$ cat config.mk
export PLATFORM = sky130hd
export DESIGN_NAME = round_judge
export DESIGN_NICKNAME = d
export VERILOG_FILES = /design/src/rtl/round_judge.sv
export SDC_FILE = /design/constraint.sdc
export NUM_CORES = 1
export LEC_CHECK = 0
export ABC_CLOCK_PERIOD_IN_PS = 2300
export CELL_PAD_IN_SITES_DETAIL_PLACEMENT = 1
export CELL_PAD_IN_SITES_GLOBAL_PLACEMENT = 1
export CORE_UTILIZATION = 35
export CTS_BUF_LIST = sky130_fd_sc_hd__clkbuf_4
export DETAILED_ROUTE_END_ITERATION = 7
export GPL_TIMING_DRIVEN = 0
export HOLD_SLACK_MARGIN = 0.1
export PLACE_DENSITY_LB_ADDON = 0.05
export RECOVER_POWER = 100
export SYNTH_ARGS = -nofsm -noshare
export SYNTH_HDL_FRONTEND = slang
export SYNTH_SLANG_ARGS = --single-unit
$ cat constraint.sdc
create_clock -name clk -period 2.3 [get_ports clk]
set_input_delay 0.46 -clock clk [delete_from_list [all_inputs] [get_ports clk]]
set_output_delay 0.46 -clock clk [all_outputs]
set_load 0.01 [all_outputs]
$ cat src/rtl/round_judge.sv
// rtl/round_judge.sv - registered hit/miss judge, score keeping and game-over control
module round_judge #(
  parameter int MAX_LIVES = 3,
  parameter int CW        = 6
) (
  input  logic          clk,
  input  logic          reset,
  input  logic          start,
  input  logic [3:0]    mode,
  input  logic [CW-1:0] max_hits,
  input  logic [5:0]    time_left,
  input  logic          light_valid,
  input  logic [3:0]    light_pos,
  input  logic          key_valid,
  input  logic [3:0]    key,
  output logic [CW-1:0] score,
  output logic [CW-1:0] misses,
  output logic [CW-1:0] rounds,
  output logic [1:0]    lives_left,
  output logic          hit_pulse,
  output logic          miss_pulse,
  output logic          game_over
);

  typedef enum logic [2:0] {
    S_IDLE, S_WAIT_LIGHT, S_ARMED, S_HIT, S_MISSED, S_OVER
  } state_t;

  state_t        r_state;
  logic [3:0]    r_mode;
  logic [3:0]    r_target;
  logic          r_light_prev;
  logic [CW-1:0] r_score;
  logic [CW-1:0] r_misses;
  logic [CW-1:0] r_rounds;
  logic [1:0]    r_lives;
  logic          r_hit_pulse;
  logic          r_miss_pulse;
  logic          r_game_over;

  logic          w_lives_mode;
  logic          w_timed_mode;
  logic          w_cont_mode;
  logic          w_rounds_mode;
  logic          w_light_rise;
  logic          w_time_up;
  logic          w_end;
  logic [CW-1:0] w_score_inc;
  logic [CW-1:0] w_misses_inc;
  logic [CW-1:0] w_rounds_inc;
  logic [1:0]    w_lives_dec;

  // Unrecognised mode encodings fall through to normal play.
  assign w_lives_mode  = (r_mode == 4'b0010);
  assign w_timed_mode  = (r_mode == 4'b0100);
  assign w_cont_mode   = (r_mode == 4'b0001);
  assign w_rounds_mode = !(w_lives_mode || w_timed_mode);

  assign w_light_rise = light_valid && !r_light_prev;
  assign w_time_up    = w_timed_mode && (time_left == 6'd0) &&
                        (r_state inside {S_WAIT_LIGHT, S_ARMED, S_HIT, S_MISSED});

  assign w_score_inc  = (r_score  == {CW{1'b1}}) ? r_score  : r_score  + 1'b1;
  assign w_misses_inc = (r_misses == {CW{1'b1}}) ? r_misses : r_misses + 1'b1;
  assign w_rounds_inc = (r_rounds == {CW{1'b1}}) ? r_rounds : r_rounds + 1'b1;
  assign w_lives_dec  = (r_lives == 2'd0) ? 2'd0 : r_lives - 2'd1;

  // Judged at round completion; lives were already updated when the miss was taken.
  assign w_end = (w_rounds_mode && (w_rounds_inc >= max_hits)) ||
                 (w_cont_mode && (r_state == S_MISSED)) ||
                 (w_lives_mode && (r_lives == 2'd0));

  always_ff @(posedge clk or negedge reset) begin
    if (!reset) begin
      r_state      <= S_IDLE;
      r_mode       <= 4'b1000;
      r_target     <= 4'd0;
      r_light_prev <= 1'b0;
      r_score      <= '0;
      r_misses     <= '0;
      r_rounds     <= '0;
      r_lives      <= 2'(MAX_LIVES);
      r_hit_pulse  <= 1'b0;
      r_miss_pulse <= 1'b0;
      r_game_over  <= 1'b0;
    end else begin
      r_light_prev <= light_valid;
      r_hit_pulse  <= 1'b0;
      r_miss_pulse <= 1'b0;
      if (r_state != S_IDLE && !start) begin
        r_state     <= S_IDLE;
        r_game_over <= 1'b0;
      end else if (w_time_up) begin
        r_state     <= S_OVER;
        r_game_over <= 1'b1;
      end else begin
        case (r_state)
          S_IDLE: begin
            if (start) begin
              r_score  <= '0;
              r_misses <= '0;
              r_rounds <= '0;
              r_lives  <= 2'(MAX_LIVES);
              r_mode   <= mode;
              r_state  <= S_WAIT_LIGHT;
            end
          end
          S_WAIT_LIGHT: begin
            if (w_light_rise) begin
              r_target <= light_pos;
              r_state  <= S_ARMED;
            end
          end
          S_ARMED: begin
            if (key_valid && key == r_target) begin
              r_score     <= w_score_inc;
              r_hit_pulse <= 1'b1;
              r_state     <= S_HIT;
            end else if (key_valid || !light_valid) begin
              r_misses     <= w_misses_inc;
              r_miss_pulse <= 1'b1;
              if (w_lives_mode) r_lives <= w_lives_dec;
              r_state <= S_MISSED;
            end
          end
          S_HIT, S_MISSED: begin
            if (!light_valid) begin
              r_rounds <= w_rounds_inc;
              if (w_end) begin
                r_state     <= S_OVER;
                r_game_over <= 1'b1;
              end else begin
                r_state <= S_WAIT_LIGHT;
              end
            end
          end
          S_OVER: r_game_over <= 1'b1;
          default: r_state <= S_IDLE;
        endcase
      end
    end
  end

  assign score      = r_score;
  assign misses     = r_misses;
  assign rounds     = r_rounds;
  assign lives_left = r_lives;
  assign hit_pulse  = r_hit_pulse;
  assign miss_pulse = r_miss_pulse;
  assign game_over  = r_game_over;

endmodule

==> metrics.txt <==
Post-Syn Area=roughly 2200 um2; final worst path period share=107%; CTS sink count=35; total grt overflow=0; clock latency on the worst-skew pair=0.35 ns; post-synth cell types=between 50 and 60; CP arrival=2.75 ns; CTS tree=done; Critical Path RT=about 2.6 ns; post-route insts no fill=~380; ys flop type=dfrtp_1; worst path cell trace=ha_4 -> and3_4 -> nand3_4 -> mux2i_2 -> inv_1 -> ha_1 -> a21o_1 -> a21oi_2 -> o21ai_2 -> or4b_4 -> o211ai_1; met1 Resource Use GR=between 20% and 30%; vias in the first global route=2,057; Pre-Repair DR Iteration Count=4; CTS Buf Count=5; Leakage=approximately 1.3 nW; CP max stage cell=or4b_4; Via density=5.38; minimum clock period=between 2 and 2.5 ns; PortBufs=50; switching pwr=a little under 0.0008 W; Total Routed Length=~5.8 mm; commonest non-fill, non-tap cell in the layout=dfrtp_1; Reg power frac=42.0%; gr usage total=between 10% and 20%; Worst Skew=about 0.0076 ns; Post-Place Worst Slack=-0.335 ns; #FFs+latches synth=35; Die Y=just over 80 um; Finished Core Util=approximately half; FF/Latch Area=just under 900 um2; count of final hold-check violations=0; syn_area_per_cell=roughly 9.4 um2; Synth warnings=0; worst-margin pin slew=~2 ns; first-pass GRT wire length=around 9.5 mm; critical path class=reg2reg; power per cell area=approximately 680 nW/um2; WHS=0.488 ns; # IOs=52; EDFF count, synth=0; fmax=between 400 and 500 MHz; post-synthesis sequential area ratio=39.6%; Bufs and invs on worst path=1; GR Util met2=between 30% and 40%; area taken by multi-input logic gates=between 1000 and 1500 um2; antenna-violating nets left=0; worst hold path class=in2reg; crit-path max cell delay=0.47 ns; met3 GRT Util=between 3 and 4%; combinational share of power=approximately two fifths; number of antenna violations at the first check in global routing=0; Max Cap Viol=1; Peak VDD IR=311 uV; Nets=340; hpwl dp=approximately 4.1 mm; Iter 0 DRT Violations=between 50 and 60; Async S/R FF share, synth=between 90% and 100%; run status=finished, violations left; share of layout cells above drive strength 1=about a fifth; Die W=around 82 um; placed cell count=about 360; synthesized instance count=between 200 and 250; busiest grt layer=met2; DRC Markers=0; via count=2,034; CTS root buf=clkbuf_4; CP Max Fanout=4; die area=6660 um2; Area Growth Syn to Fin=35.1%; Pwr Total=just over 0.002 W; RSZ-0062 raised after global routing=true; clock transition at the registers of the reported paths=between 0.1 and 0.15 ns; Worst setup SP type=flop; Routed wire per std cell=15.3 um; largest net degree at the start of global routing=36; # rows=28; Int Power=between 0.001 and 0.0015 W; ant diodes=0; commonest cells after routing, fill and taps aside=dfrtp_1, clkdlybuf4s50_1, nand2_1; starting density of the core=between 30% and 40%; Crit. End Element=flop; htree depth=2; critical path's top delay family=simple AND/OR/NAND/NOR gates; violated checks=max-capacitance violations, max-slew violations, negative setup slack; core area=around 6000 um2; Final Slew Violations=36; Fill cells=715; Clock Path Buffers=2; R2R setup slack=-0.17 ns; Setup WS post-layout=-0.170 ns; clock power share=between 10% and 20%; max_slew headroom=-30.4%; GP Congestion=around 0.87; Sw Ratio=around two fifths; Synthesized Nets=~280; Final setup viols=8
flip-flops by register name, indices dropped and copies added (netlist names):
signal        flops
game_over         1
r_mode            4
hit_pulse         1
miss_pulse        1
lives_left        2
r_light_prev      1
rounds            6
r_target          4
r_state           3
score             6
misses            6
cells by family (layout without fill, tap and decap cells):
kind of cell | count (synthesis) | after routing | share of synthesized area [%]
xor+xnor | 10 | 10 | 3.95
fa+ha+maj | 9 | 9 | 5.07
buf+inv | 20 | 86 | 3.89
simple gates | 89 | 89 | 23.2
compound gates | 63 | 63 | 18.8
mux | 11 | 11 | 5.52
flops | 35 | 35 | 39.6
synth_stat cells (all sizes together), types with 2 or more instances:
cell      n  share of area, %
a21o      5               1.7
a21oi    16               3.6
a22o      2              0.79
a31oi     4               1.1
a41oi     2              0.79
and2      3              0.96
and3     10               2.8
buf       4               1.1
clkbuf    3              0.56
dfrtp    32                36
dfstp     3               3.6
ha        9               5.1
inv      13               2.2
mux2     10               5.1
nand2    21               3.6
nand2b    4               1.1
nand3    11               2.5
nand4     2              0.56
nor2     17               2.9
nor2b     2              0.56
nor3      8               2.5
nor3b     4               1.6
nor4      3               2.1
o2111ai   3               1.7
o211ai    2              0.68
o21ai    17               3.8
o31ai     4               1.4
or4b      2               1.1
xnor2     5               2.0
xor2      5               2.0
metrics by stage:
step | TNS (ns) | cell area, um2
6_report | -0.587 | 3000
3_5_place_dp | -3.83 | 2830
4_1_cts | -0.340 | 2970
3_3_place_gp | -8.81 | 2840
2_1_floorplan | -0.0410 | 2240
5_1_grt | -2.26 | 3000
per-layer routing:
metal / wire [um] / vias to the layer above
met2: 2740 / 40
met3: 203 / 7
met5: 0 / -
met1: 2770 / 993
met4: 57 / 0
li1: - / 994
path summary, 6_finish.rpt:
check                             from          end  cells past startpoint
max                          rounds[1]   r_state[2]                     11
min                              start   r_state[0]                      2
max reg2reg                  rounds[1]   r_state[2]                     11
min reg2reg                r_target[0]  r_target[0]                      1
max in group asynchronous        reset    rounds[1]                      1
min in group asynchronous        reset    rounds[0]                      1
power groups by stage:
stage,clock [W],combinational [W],sequential [W]
global route,0.000385,0.000927,0.000877
global placement,0,0.000802,0.000879
detailed placement,0,0.000821,0.000874
finish,0.000350,0.000840,0.000860
floorplan,0,0.000561,0.000859
CTS,0.000365,0.000854,0.000863
final cells by class:
class / count / share of cell area, %
repair buffers: 58 / 18.5
clock inverters: 2 / 0.292
well taps: 75 / 3.13
flip-flops and latches: 35 / 29.4
clock buffers: 6 / 1.50
inverters: 13 / 1.63
plain buffers: 7 / 1.29
multi-input cells: 182 / 44.3
timing repair:
action | CTS | global route
setup endpoints to repair | 2 | 12
pin swaps | 8 | 6
resized for setup | 7 | 6
hold buffers | 0 | 0
setup buffers | 7 | 1
Note: power is estimated with default switching activity, not from simulation.
